<file path="src/rtl/serial_frame_deser.sv">
// Serial frame deserializer: hunts for a sync word in a bit stream, then
// assembles PAYLOAD_BYTES bytes MSB-first with start/end-of-frame flags.
module serial_frame_deser #(
  parameter logic [7:0] SYNC_WORD     = 8'hA5,
  parameter int         PAYLOAD_BYTES = 4
) (
  input  logic       CLK,
  input  logic       RST,
  input  logic       i_data,
  input  logic       i_bit_valid,
  input  logic       i_resync,
  output logic [7:0] o_byte,
  output logic       o_byte_valid,
  output logic       o_frame_start,
  output logic       o_frame_end,
  output logic       o_sync_lock,
  output logic [7:0] o_frame_cnt
);

  typedef enum logic {HUNT, PAYLOAD} state_t;

  localparam logic [7:0] LAST_BYTE = 8'(PAYLOAD_BYTES - 1);

  state_t     state, state_nxt;
  logic [7:0] sh;
  logic [3:0] fill;
  logic [2:0] bit_cnt;
  logic [7:0] byte_cnt;

  logic [7:0] shifted;
  logic       sync_hit, byte_done, last_byte;

  assign shifted   = {sh[6:0], i_data};
  // A match needs 8 fresh bits since entering HUNT, so stale bits never sync.
  assign sync_hit  = (state == HUNT) && i_bit_valid && !i_resync &&
                     (fill >= 4'd7) && (shifted == SYNC_WORD);
  assign byte_done = (state == PAYLOAD) && i_bit_valid && !i_resync &&
                     (bit_cnt == 3'd7);
  assign last_byte = byte_done && (byte_cnt == LAST_BYTE);

  always_ff @(posedge CLK or posedge RST) begin
    if (RST) state <= HUNT;
    else     state <= state_nxt;
  end

  always_comb begin
    state_nxt = state;
    if (i_resync)       state_nxt = HUNT;
    else if (sync_hit)  state_nxt = PAYLOAD;
    else if (last_byte) state_nxt = HUNT;
  end

  assign o_sync_lock = (state == PAYLOAD);

  always_ff @(posedge CLK or posedge RST) begin
    if (RST) begin
      sh            <= '0;
      fill          <= '0;
      bit_cnt       <= '0;
      byte_cnt      <= '0;
      o_byte        <= '0;
      o_byte_valid  <= 1'b0;
      o_frame_start <= 1'b0;
      o_frame_end   <= 1'b0;
      o_frame_cnt   <= '0;
    end else begin
      o_byte_valid  <= 1'b0;
      o_frame_start <= 1'b0;
      o_frame_end   <= 1'b0;
      if (i_resync) begin
        sh       <= '0;
        fill     <= '0;
        bit_cnt  <= '0;
        byte_cnt <= '0;
      end else if (i_bit_valid) begin
        if (state == HUNT) begin
          if (sync_hit) begin
            sh       <= '0;
            fill     <= '0;
            bit_cnt  <= '0;
            byte_cnt <= '0;
          end else begin
            sh <= shifted;
            if (fill != 4'd8) fill <= fill + 4'd1;
          end
        end else begin
          sh      <= shifted;
          bit_cnt <= bit_cnt + 3'd1;
          if (byte_done) begin
            o_byte        <= shifted;
            o_byte_valid  <= 1'b1;
            o_frame_start <= (byte_cnt == 8'd0);
            o_frame_end   <= last_byte;
            byte_cnt      <= byte_cnt + 8'd1;
            // Clearing here keeps payload bits out of the next sync hunt.
            if (last_byte) begin
              o_frame_cnt <= o_frame_cnt + 8'd1;
              sh          <= '0;
              fill        <= '0;
              byte_cnt    <= '0;
            end
          end
        end
      end
    end
  end

endmodule

</file>
<file path="config.mk">
export PLATFORM = sky130hd
export DESIGN_NAME = serial_frame_deser
export DESIGN_NICKNAME = d
export VERILOG_FILES = /design/src/rtl/serial_frame_deser.sv
export SDC_FILE = /design/constraint.sdc
export NUM_CORES = 1
export LEC_CHECK = 0
export ABC_CLOCK_PERIOD_IN_PS = 5250
export CAP_MARGIN = 20
export CORE_ASPECT_RATIO = 1.5
export CORE_UTILIZATION = 60
export CTS_CLUSTER_SIZE = 28
export DETAILED_ROUTE_END_ITERATION = 10
export PLACE_DENSITY = 0.94
export SYNTH_ARGS = -nofsm -noshare
export SYNTH_HDL_FRONTEND = slang
export SYNTH_SLANG_ARGS = --single-unit
</file>
<file path="constraint.sdc">
create_clock -name CLK -period 5.25 [get_ports CLK]
set_input_delay 1.3125 -clock CLK [delete_from_list [all_inputs] [get_ports CLK]]
set_output_delay 1.3125 -clock CLK [all_outputs]
set_load 0.01 [all_outputs]
</file>
==> metrics, run 1 <==
vias per cell=6.31; worst hold path type=flip-flop to flip-flop; first-pass GRT wire length=7800 um; GRT overflow=0; Pwr Density=267 nW/um^2; slowest CP cell=clkdlybuf4s50_1; cells after synthesis=216; unrepaired setup endpoints after global routing=false; Post-synth EDFFs=0; CP Capture Type=flip-flop; worst-path fanout max=18; Critical Path AT=3770 ps; leading area contributor after synthesis=dfrtp_1; # setup viols final=0; Die Wd=51.1 um; DRT antenna net count=0; Die Ht=75.6 um; Worst-Margin Slew=753 ps; Pleak=1.17 nW; H-tree level count=2; DRC=0; Filler cells=248; clk_lat worst skew=300 ps; worst path required time=5390 ps; area of the core=3420 sq um; Peak VDD IR=203 uV; top-area cell type share of the netlist area=0.485; crit start category=input port; TritonCTS sink count=42; Reg power frac=0.489; largest net degree at the start of global routing=24; vias in the first global route=1,726; Pwr Total=683 uW; Starting Density=0.634; CP max stage delay=730 ps; Buffers & Inverters on Critical Path=3; Slew Viols, Final=0; logic gate share of total power=0.060; Layout area overhead=18.0%; clock-pin slew on the worst setup and hold paths=80 ps; Cell variety after synth=56; Clock Skew=11.7 ps; Largest delay share family, worst path=buffers and inverters; Synth Warn #=0; Final nets=252; io pins=25; proportion of layout cells with a drive suffix above 1=0.0954; # Post-CTS Setup Buffers=0; final period utilization=0.691; fin crit period=3630 ps; MaxCap Viol Count=0; GP Congestion=0.956; Async S/R FF share, synth=1.00; Post-synth top flop=dfrtp_1; setup_tns=0 ps; Cell Chain, Critical Path=clkdlybuf4s50_1 > inv_4 > nand4_4 > inv_2 > nand4_2 > o21ai_1 > o22ai_1; All-Layer GR Usage=0.275; via count=1,785; fmax=276 MHz; Clock power frac=0.451; sw power=150 uW; row cnt=26; Longest Clk Path Bufs=2; outcome=completed; initial DRC count=90; Synth area leaders=dfrtp_1, nand2_1, ha_1, nand3_1, o31ai_1; Hold-fix buffers, CTS=0; Seq/Total Area, Yosys=0.485; root buffer cell=clkbuf_8; PostCTS Resize Cnt=0; CTS buffer count=5; # port buffers=24; net count after synthesis=228; per-cell routed wire length=17.0 um; Final Hold Vio Count=0; first-pass detailed-route iteration total=5; worst setup path category=input port to flip-flop; CTS tree=built; Mapped Area=2170 sq um; switch share=0.219; DP Wirelength=3300 um; Synth Register Bits=42; Post-Syn Area per Cell=10.0 sq um; final wirelength=4820 um; Worst slew margin=0.498; initial antenna violation count=0; number of inserted diodes=0; Pint=533 uW; die area=3860 sq um
state kept, by name, indices dropped and copies added, names as in the netlist, 3 cells and up:
| name | flops |
|---|---|
| o_frame_cnt | 8 |
| fill | 4 |
| o_byte | 8 |
| bit_cnt | 3 |
| sh | 7 |
| byte_cnt | 8 |
cell type report:
class	instances	area, sq um	area share
Inverter	12	47.5	0.0186
Sequential cell	42	1050	0.411
Tap cell	42	52.6	0.0205
Clock inverter	3	68.8	0.0269
Multi-Input combinational cell	154	1020	0.399
Clock buffer	5	68.8	0.0269
Timing Repair Buffer	25	248	0.0969
synth_stat cells (2+ instances only):
cell       n
a21oi_1    4
a31oi_1    4
a32o_1     3
and2_1     3
and3_1     2
buf_2      2
buf_4      2
clkbuf_1   3
dfrtp_1   42
ha_1       7
inv_1      9
mux2i_1    2
nand2_1   42
nand3_1   16
nand4_1    5
nor2_1     8
nor3_1     2
nor4_1     3
o211ai_1   3
o21a_1     2
o21ai_0    5
o22ai_1    4
o31ai_1    5
xnor2_1    4
xor2_1     3
metrics by stage:
| step | util | hold slack (ps) | instance area [sq um] | setup WS [ps] | cells |
|---|---|---|---|---|---|
| floorplan | - | 447 | 2170 | 2700 | 216 |
| global placement | 0.708 | 461 | 2420 | 1490 | 275 |
| detailed placement | 0.708 | 465 | 2420 | 1400 | 275 |
| CTS | 0.749 | 476 | 2560 | 1680 | 283 |
| global route | 0.749 | 496 | 2560 | 1400 | 283 |
| finish | 0.749 | 481 | 2560 | 1620 | 283 |
layout by cell type (no fill, tap or decap), types with 2 or more instances in the layout:
master / synthesis / routed
a21oi_1: 4 / 4
a31oi_1: 4 / 4
a32o_1: 3 / 3
and2_1: 3 / 3
and3_1: 2 / 2
bufinv_16: 0 / 2
clkbuf_8: 0 / 5
clkdlybuf4s50_1: 0 / 24
dfrtp_1: 42 / 42
ha_1: 7 / 7
inv_1: 9 / 9
mux2i_1: 2 / 2
nand2_1: 42 / 42
nand3_1: 16 / 16
nand4_1: 5 / 5
nor2_1: 8 / 8
nor3_1: 2 / 2
nor4_1: 3 / 3
o211ai_1: 3 / 3
o21a_1: 2 / 2
o21ai_0: 5 / 5
o22ai_1: 4 / 4
o31ai_1: 5 / 5
xnor2_1: 4 / 4
xor2_1: 3 / 3
cells by family after synthesis:
group | after synthesis | synth area share
adder cells (fa/ha/maj) | 7 | 0.0404
multiplexers | 2 | 0.00924
flip-flops | 42 | 0.485
AND/OR/NAND/NOR | 94 | 0.237
AO/OA/AOI/OAI | 44 | 0.156
buffers and inverters | 20 | 0.0439
XOR/XNOR | 7 | 0.0283
power by group through the flow:
stage / clock, mW / sequential [mW] / combinational, mW
2_1_floorplan: 0 / 0.339 / 0.0305
4_1_cts: 0.314 / 0.334 / 0.0413
6_report: 0.308 / 0.334 / 0.0411
3_3_place_gp: 0 / 0.340 / 0.0387
3_5_place_dp: 0 / 0.341 / 0.0405
5_1_grt: 0.323 / 0.335 / 0.0459
routing by layer:
metal / GRT usage / part of all wire / vias up
li1: - / - / 836
met1: 0.322 / 0.40 / 861
met2: 0.472 / 0.52 / 74
met3: 0.0459 / 0.050 / 14
met4: 0.164 / 0.035 / 0
met5: 0 / 0 / -
worst paths after layout:
check                            endpoint  cells past startpoint            from  slack [ps]
setup / recovery                    sh[4]                      7        i_resync        1620
hold / removal             o_frame_cnt[7]                      1  o_frame_cnt[7]         480
setup reg to reg                    sh[4]                      7      bit_cnt[0]        2890
hold reg to reg            o_frame_cnt[7]                      1  o_frame_cnt[7]         480
max in group asynchronous         fill[1]                      3             RST        3040
min in group asynchronous     byte_cnt[7]                      2             RST        1450
Power figures use the tool's default switching activity.
==> run 2: changes to the inputs <==
==> config.mk (replaced) <==
export PLATFORM = sky130hd
export DESIGN_NAME = serial_frame_deser
export DESIGN_NICKNAME = d
export VERILOG_FILES = /design/src/rtl/serial_frame_deser.sv
export SDC_FILE = /design/constraint.sdc
export NUM_CORES = 1
export LEC_CHECK = 0
export ABC_CLOCK_PERIOD_IN_PS = 3250
export CAP_MARGIN = 20
export CORE_ASPECT_RATIO = 1.5
export CORE_UTILIZATION = 50
export CTS_CLUSTER_SIZE = 28
export DETAILED_ROUTE_END_ITERATION = 10
export PLACE_DENSITY = 0.84
export SYNTH_ARGS = -nofsm -noshare
export SYNTH_HDL_FRONTEND = slang
export SYNTH_SLANG_ARGS = --single-unit
==> constraint.sdc (replaced) <==
create_clock -name CLK -period 3.25 [get_ports CLK]
set_input_delay 0.8125 -clock CLK [delete_from_list [all_inputs] [get_ports CLK]]
set_output_delay 0.8125 -clock CLK [all_outputs]
set_load 0.01 [all_outputs]
==> metrics, run 2 (synthesized netlist as in run 1, its figures left out) <==
worst reg-to-reg path cell count=7; Layout area overhead=18.4%; slowest CP cell=clkdlybuf4s50_1; Peak VDD IR=306 uV; vias per cell=6.15; Critical Path AT=2750 ps; CTS buffer count=5; proportion of layout cells with a drive suffix above 1=0.106; Longest Clk Path Bufs=2; number of inserted diodes=0; Clock Skew=12.2 ps; Worst Setup EP=byte_cnt[1]; fmax=395 MHz; CP max stage delay=540 ps; GRT overflow=0; DP Wirelength=3240 um; per-cell routed wire length=16.0 um; Worst slew margin=0.638; reg2reg start=bit_cnt[0]; clk_lat worst skew=290 ps; CP Capture Type=flip-flop; largest net degree at the start of global routing=43; PostCTS Resize Cnt=0; vias in the first global route=1,577; Pint=785 uW; unrepaired setup endpoints after global routing=false; DRT antenna net count=0; Hold Slack=467 ps; switch share=0.232; CTS tree=built; TritonCTS sink count=42; # Post-CTS Setup Buffers=0; Pwr Density=399 nW/um^2; outcome=completed; MaxCap Viol Count=0; initial DRC count=65; worst-path fanout max=16; fin crit period=2530 ps; Reg power frac=0.529; worst path required time=3470 ps; # setup viols final=0; RR Endpoint=sh[2]; worst hold path type=flip-flop to flip-flop; io pins=25; via count=1,789; sw power=237 uW; first-pass detailed-route iteration total=4; Worst-Margin Slew=542 ps; final wirelength=4660 um; area of the core=4210 sq um; die area=4610 sq um; Starting Density=0.515; GP Congestion=0.815; Cell Chain, Critical Path=clkdlybuf4s50_1 > buf_4 > and4bb_2 > a41oi_2 > o21a_1 > mux2i_1; logic gate share of total power=0.066; # port buffers=24; H-tree level count=2; clock-pin slew on the worst setup and hold paths=90 ps; Slew Viols, Final=0; Hold-fix buffers, CTS=0; Clock power frac=0.406; Filler cells=343; setup_tns=0 ps; Die Wd=55.8 um; Top Registers=byte_cnt: 8 flops, o_byte: 8 flops, o_frame_cnt: 8 flops; post-layout util=0.609; Pleak=1.17 nW; flop-to-flop setup slack=1080 ps; first-pass GRT wire length=7560 um; Final nets=256; worst setup path category=input port to flip-flop; initial antenna violation count=0; root buffer cell=clkbuf_8; final period utilization=0.778; Hold Path Cell Cnt=1; most frequent cells in the layout=nand2_1, dfrtp_1, clkdlybuf4s50_1; All-Layer GR Usage=0.212; DRC=0; row cnt=29; Final Hold Vio Count=0; Critical Path Source=i_resync; crit start category=input port; Die Ht=82.6 um
## run 2: cell count changes in the layout (fill, tap and decap cells not counted)
cell,change
clkbuf_1,+1
clkinv_4,-1
clkinvlp_4,+1
bufinv_16,-1
buf_4,+4
## run 2: layout make-up
type | count | area, sq um | share of cell area
sequential | 42 | 1050 | 0.410
multi-input combinational | 154 | 1020 | 0.398
timing repair buffer | 29 | 278 | 0.108
clock buffer | 6 | 72.6 | 0.0283
tap | 46 | 57.6 | 0.0224
inverter | 12 | 47.5 | 0.0185
clock inverter | 2 | 37.5 | 0.0146
## run 2: critical path: cells and delay by family
kind                   cells  cell delay [ps]
AO/OA/AOI/OAI              2              650
multiplexers               1              210
buffers and inverters      2              780
AND/OR/NAND/NOR            1              300
## run 2: metal layers
layer / vias to the layer above / wire length [um] / track usage
met3: 5 / 241 / 0.0280
met5: - / 0 / 0
met2: 71 / 2420 / 0.381
li1: 838 / - / -
met4: 0 / 61 / 0.0850
met1: 875 / 1940 / 0.258
## run 2: worst min path at each step
stage / start / endpoint / slack, ps
4_1_cts: o_frame_cnt[7] / o_frame_cnt[7] / 470
6_report: o_frame_cnt[7] / o_frame_cnt[7] / 470
3_3_place_gp: o_frame_cnt[7] / o_frame_cnt[7] / 460
2_1_floorplan: byte_cnt[6] / byte_cnt[6] / 450
5_1_grt: o_frame_cnt[7] / o_frame_cnt[7] / 510
3_5_place_dp: o_frame_cnt[7] / o_frame_cnt[7] / 460
## run 2: power groups by stage
stage	sequential (mW)	combinational [mW]	clock, mW
2_1_floorplan	0.548	0.0493	0
4_1_cts	0.540	0.0676	0.422
6_report	0.541	0.0672	0.415
5_1_grt	0.542	0.0747	0.449
3_5_place_dp	0.551	0.0672	0
3_3_place_gp	0.550	0.0651	0
## run 2: per-stage QoR
stage,cell area (sq um),power (mW),std cells,setup slack (ps)
after CTS,2560,1.03,291,730
final,2560,1.02,291,720
after floorplan,2170,0.597,216,1200
after detailed placement,2450,0.618,283,462
after global placement,2450,0.615,283,503
after global routing,2560,1.07,291,570
==> RTL edit 1: new RTL, flow settings as in run 2 <==
Reset style: synchronous (`RST`), changed in 2 clocked blocks.
--- a/src/rtl/serial_frame_deser.sv
+++ b/src/rtl/serial_frame_deser.sv
@@ -38,7 +38,7 @@
                      (bit_cnt == 3'd7);
   assign last_byte = byte_done && (byte_cnt == LAST_BYTE);
 
-  always_ff @(posedge CLK or posedge RST) begin
+  always_ff @(posedge CLK) begin
     if (RST) state <= HUNT;
     else     state <= state_nxt;
   end
@@ -52,7 +52,7 @@
 
   assign o_sync_lock = (state == PAYLOAD);
 
-  always_ff @(posedge CLK or posedge RST) begin
+  always_ff @(posedge CLK) begin
     if (RST) begin
       sh            <= '0;
       fill          <= '0;
Check against the original RTL: differs if RST is asserted again (counterexample within 10 cycles, from zero or initial values and one cycle with RST high); with RST held inactive, the same outputs for 10 cycles.
==> RTL edit 1 against run 2 <==
Sequential cell count stayed put; register-to-register slack better by 0.11 ns; critical path type unchanged; critical path depth stayed put; final area is 9.8% lower; setup slack better by 0.019 ns; routed wire length is 11% lower; highest routed layer unchanged; synthesized area is 9.9% lower; critical endpoint is now sh[6]$_SDFFE_PP0P_.
Power is not compared: it rests on default switching activity, and its combinational part moved more than twofold at a synthesized area within 25%.
==> RTL edit 1: results (changes against run 2) <==
set qor(status) {completed} ;# unchanged
set qor(largest_net_degree_at_the_start_of_global_routing) 24 ;# was 43
set qor(postSynth.asyncResetShare_pct) 0 ;# was 100%
set qor(worst_setup_path_startpoint) {i_bit_valid} ;# was i_resync
set qor(setup.reg_to_reg.worst_slack_ns) 1.19 ;# was 1.08 ns
set qor(synth-xor-area-share_pct) 0.448 ;# was 2.83%
set qor(via_count_of_the_first_global_routing_pass) 1602 ;# was 1577
set qor(postSynthAreaPerCell_sq_um) 8.76 ;# was 10.0 sq um
set qor(crit-reg2reg-launch) {bit_cnt[0]$_SDFFE_PP0P_} ;# was bit_cnt[0]$_DFFE_PP0P_
set qor(met3_usage_pct) 5.23 ;# was 2.80%
set qor(synthAdderAreaFrac_pct) 4.48 ;# was 4.04%
set qor(grt_pass1_wl_microns) 7020 ;# was 7560 microns
set qor(fillers) 344 ;# was 343
set qor(final_layout_size_suffix_gt1_share_pct) 7.72 ;# was 10.6%
set qor(min_path_cells) 2 ;# was 1
set qor(reg2regPathDepth) 6 ;# was 7
set qor(detailed_place_hpwl_microns) 2910 ;# was 3240 microns
set qor(place_congestion) 0.755 ;# was 0.815
set qor(globalRouteMet2Util_pct) 38.7 ;# was 38.1%
set qor(dp_slack_ns) 0.453 ;# was 0.462 ns
set qor(synth_top_cells_by_area) {sky130_fd_sc_hd__dfxtp_1 (43%), sky130_fd_sc_hd__a21oi_1 (6.4%), sky130_fd_sc_hd__nand2_1 (5.4%), sky130_fd_sc_hd__ha_1 (4.5%), sky130_fd_sc_hd__a32o_1 (3.6%)} ;# was sky130_fd_sc_hd__dfrtp_1 (48%), sky130_fd_sc_hd__nand2_1 (7.3%), sky130_fd_sc_hd__ha_1 (4.0%), sky130_fd_sc_hd__nand3_1 (3.7%), sky130_fd_sc_hd__o31ai_1 (1.7%)
set qor(whs_ns) 0.461 ;# was 0.467 ns
set qor(drt-initial-drc-count) 29 ;# was 65
set qor(finClkSkew_ns) 0.0101 ;# was 0.0122 ns
set qor(r2r_end) {sh[6]$_SDFFE_PP0P_} ;# was sh[2]$_DFFE_PP0P_
set qor(placed_area_sq_mm) 0.00222 ;# was 0.00245 sq mm
set qor(number_of_unique_standard_cell_types_used_by_synthesis) 46 ;# was 56
set qor(place_inst) 281 ;# was 283
set qor(holdPathEnd) {o_byte[2]$_SDFFE_PP0P_} ;# was o_frame_cnt[7]$_DFFE_PP0P_
RTL edit 1: cell count changes in the layout (fill, tap and decap cells not counted), sizes merged, moves of 4 or more:
cell	run 2	this run
a211o	0	4
a21oi	4	25
a32o	3	7
dfrtp	42	0
dfxtp	0	42
nand2	42	28
nand4	7	3
xnor2	4	0
RTL edit 1: layer usage:
| layer | vias to the layer above | part of all wire (%) |
|---|---|---|
| li1 | 870 | - |
| met1 | 827 | 44 |
| met3 | 8 | 3.6 |
| met2 | 47 | 51 |
| met5 | - | 0 |
| met4 | 0 | 1.7 |
RTL edit 1: cells by family after synthesis:
kind of cell               after synthesis
muxes                                    2
buffers and inverters                   23
DFF                                     42
AOI/OAI and AO/OA                       64
adders and majority gates                7
xor gates and xnor gates                 1
and+or+nand+nor                         84
RTL edit 1: cell type report:
class                   count  share of cell area, %
clock buffers               5                   2.97
clock inverters             3                   1.03
flip-flops and latches     42                   36.3
well taps                  43                   2.32
repair buffers             29                   12.0
multi-input cells         158                   43.9
inverters                   9                   1.46
==> RTL edit 2: new RTL, flow settings as in run 2 <==
Without the edit above. Register the output `o_frame_cnt` once more, cleared by the reset; this adds one clock of latency there. The other outputs are not delayed to match.
--- a/src/rtl/serial_frame_deser.sv
+++ b/src/rtl/serial_frame_deser.sv
@@ -20,6 +20,8 @@
   typedef enum logic {HUNT, PAYLOAD} state_t;
 
   localparam logic [7:0] LAST_BYTE = 8'(PAYLOAD_BYTES - 1);
+
+  logic [7:0] o_frame_cnt_s0;
 
   state_t     state, state_nxt;
   logic [7:0] sh;
@@ -62,7 +64,7 @@
       o_byte_valid  <= 1'b0;
       o_frame_start <= 1'b0;
       o_frame_end   <= 1'b0;
-      o_frame_cnt   <= '0;
+      o_frame_cnt_s0 <= '0;
     end else begin
       o_byte_valid  <= 1'b0;
       o_frame_start <= 1'b0;
@@ -94,7 +96,7 @@
             byte_cnt      <= byte_cnt + 8'd1;
             // Clearing here keeps payload bits out of the next sync hunt.
             if (last_byte) begin
-              o_frame_cnt <= o_frame_cnt + 8'd1;
+              o_frame_cnt_s0 <= o_frame_cnt_s0 + 8'd1;
               sh          <= '0;
               fill        <= '0;
               byte_cnt    <= '0;
@@ -105,5 +107,13 @@
     end
   end
 
+  always_ff @(posedge CLK or posedge RST) begin
+    if (RST) begin
+      o_frame_cnt <= '0;
+    end else begin
+      o_frame_cnt <= o_frame_cnt_s0;
+    end
+  end
+
 endmodule
 
Behaviour: no difference found for any inputs over 10 cycles, from zero or initial values and one cycle with RST high; that may be too few to reach the edited logic, so the function may still have changed.
==> RTL edit 2 against run 2 <==
Utilization increased by 0.33 points; register-to-register slack barely moved; setup slack improved by 0.11 ns; final area up 8.5%; sequential cell count is 8 higher; clock skew hardly changed; routed wire length decreased by 3.2%; die area increased by 9.2%; first-iteration DRC count grew 22%; clock power increased by 7.0%; power is 13% higher; synthesized area grew 9.5%; critical endpoint is now byte_cnt[7]$_DFFE_PP0P_; largest cell class unchanged.
==> RTL edit 2: results (changes against run 2) <==
set qor(max-slew-margin-rel_pct) 50.9 ;# was 63.8%
set qor(leakagePower_nw) 1.26 ;# was 1.17 nW
set qor(peakVddDrop_mv) 0.327 ;# was 0.306 mV
set qor(crit_fanout) 15 ;# was 16
set qor(via_count_of_the_first_global_routing_pass) 1653 ;# was 1577
set qor(detail_route.wirelength.met1_microns) 1920 ;# was 1940 microns
set qor(status) {completed} ;# unchanged
set qor(route.detailed.vias_per_inst) 5.70 ;# was 6.15
set qor(critical_path_arrival_ns) 2.58 ;# was 2.75 ns
set qor(dp_slack_ns) 0.504 ;# was 0.462 ns
set qor(crit_end) {byte_cnt[7]$_DFFE_PP0P_} ;# was byte_cnt[1]$_DFFE_PP0P_
set qor(worstHoldStart) {o_frame_cnt_s0[7]$_DFFE_PP0P_} ;# was o_frame_cnt[7]$_DFFE_PP0P_
set qor(synth_top_cells_by_area) {sky130_fd_sc_hd__dfrtp_1 (53%), sky130_fd_sc_hd__mux2_2 (3.8%), sky130_fd_sc_hd__ha_1 (3.7%), sky130_fd_sc_hd__nand2_1 (2.5%), sky130_fd_sc_hd__a21oi_1 (2.3%)} ;# was sky130_fd_sc_hd__dfrtp_1 (48%), sky130_fd_sc_hd__nand2_1 (7.3%), sky130_fd_sc_hd__ha_1 (4.0%), sky130_fd_sc_hd__nand3_1 (3.7%), sky130_fd_sc_hd__o31ai_1 (1.7%)
set qor(place_congestion) 0.848 ;# was 0.815
set qor(number_of_unique_standard_cell_types_used_by_synthesis) 49 ;# was 56
set qor(num-nets-final) 249 ;# was 256
set qor(globalRouteTotalUtil_pct) 19.3 ;# was 21.2%
set qor(fillers) 373 ;# was 343
set qor(syn-num-nets) 225 ;# was 228
set qor(synth.yosys.seq_area_share_pct) 52.7 ;# was 48.5%
set qor(r2r_end) {byte_cnt[4]$_DFFE_PP0P_} ;# was sh[2]$_DFFE_PP0P_
set qor(finClkSkew_ns) 0.0118 ;# was 0.0122 ns
set qor(drt-initial-drc-count) 79 ;# was 65
set qor(synth_common_cells) {sky130_fd_sc_hd__dfrtp_1 (50), sky130_fd_sc_hd__nand2_1 (16), sky130_fd_sc_hd__inv_1 (12)} ;# was sky130_fd_sc_hd__dfrtp_1 (42), sky130_fd_sc_hd__nand2_1 (42), sky130_fd_sc_hd__nand3_1 (16)
set qor(largest_net_degree_at_the_start_of_global_routing) 51 ;# was 43
set qor(finalWirelength_microns) 4510 ;# was 4660 microns
## RTL edit 2: per-stage QoR
stage / total power, mW / instance area (sq um) / cells / hold slack, ns
6_report: 1.15 / 2780 / 302 / 0.425
5_1_grt: 1.19 / 2780 / 302 / 0.442
4_1_cts: 1.16 / 2780 / 302 / 0.424
3_5_place_dp: 0.719 / 2670 / 294 / 0.402
3_3_place_gp: 0.718 / 2670 / 294 / 0.387
2_1_floorplan: 0.698 / 2370 / 213 / 0.372
## RTL edit 2: kinds of logic (layout without fill, tap and decap cells)
group	count (synthesis)	count (layout)	synth area share [%]
xor gates and xnor gates	7	7	2.58
adders and majority gates	7	7	3.69
muxes	11	11	5.06
AOI/OAI and AO/OA	40	40	11.2
and+or+nand+nor	75	75	20.5
DFF	50	50	52.7
buffers and inverters	23	48	4.22
## RTL edit 2: critical path, stage by stage
cell and delay [ns]:
sky130_fd_sc_hd__clkdlybuf4s50_1 0.53, sky130_fd_sc_hd__and4b_4 0.39, sky130_fd_sc_hd__nand3_4 0.23, sky130_fd_sc_hd__a221oi_1 0.49, sky130_fd_sc_hd__nor4_1 0.12
## RTL edit 2: metal layers
layer / GRT usage (%) / vias up
met3: 4.48 / 14
met2: 32.5 / 45
met5: 0 / -
li1: - / 820
met1: 23.0 / 843
met4: 9.09 / 0
## RTL edit 2: area by class of cell
| type | instances | share of cell area [%] |
|---|---|---|
| clock inverters | 3 | 1.71 |
| multi-input cells | 140 | 36.7 |
| inverters | 13 | 1.84 |
| flip-flops and latches | 50 | 45.0 |
| clock buffers | 5 | 2.47 |
| repair buffers | 27 | 9.44 |
| well taps | 64 | 2.88 |
## RTL edit 2: power by group
group	internal, mW	switching (mW)
registers	0.631	0.0111
logic	0.0251	0.0402
clock network	0.233	0.210
## RTL edit 2: how the worst min path moves through the flow
stage                          endpoint  slack [ns]  cells after the start
6_report       o_frame_cnt[7]$_DFF_PP0_        0.42                      0
3_3_place_gp   o_frame_cnt[7]$_DFF_PP0_        0.39                      0
3_5_place_dp   o_frame_cnt[7]$_DFF_PP0_        0.40                      0
2_1_floorplan  o_frame_cnt[7]$_DFF_PP0_        0.37                      0
4_1_cts        o_frame_cnt[7]$_DFF_PP0_        0.42                      0
5_1_grt        o_frame_cnt[7]$_DFF_PP0_        0.44                      0
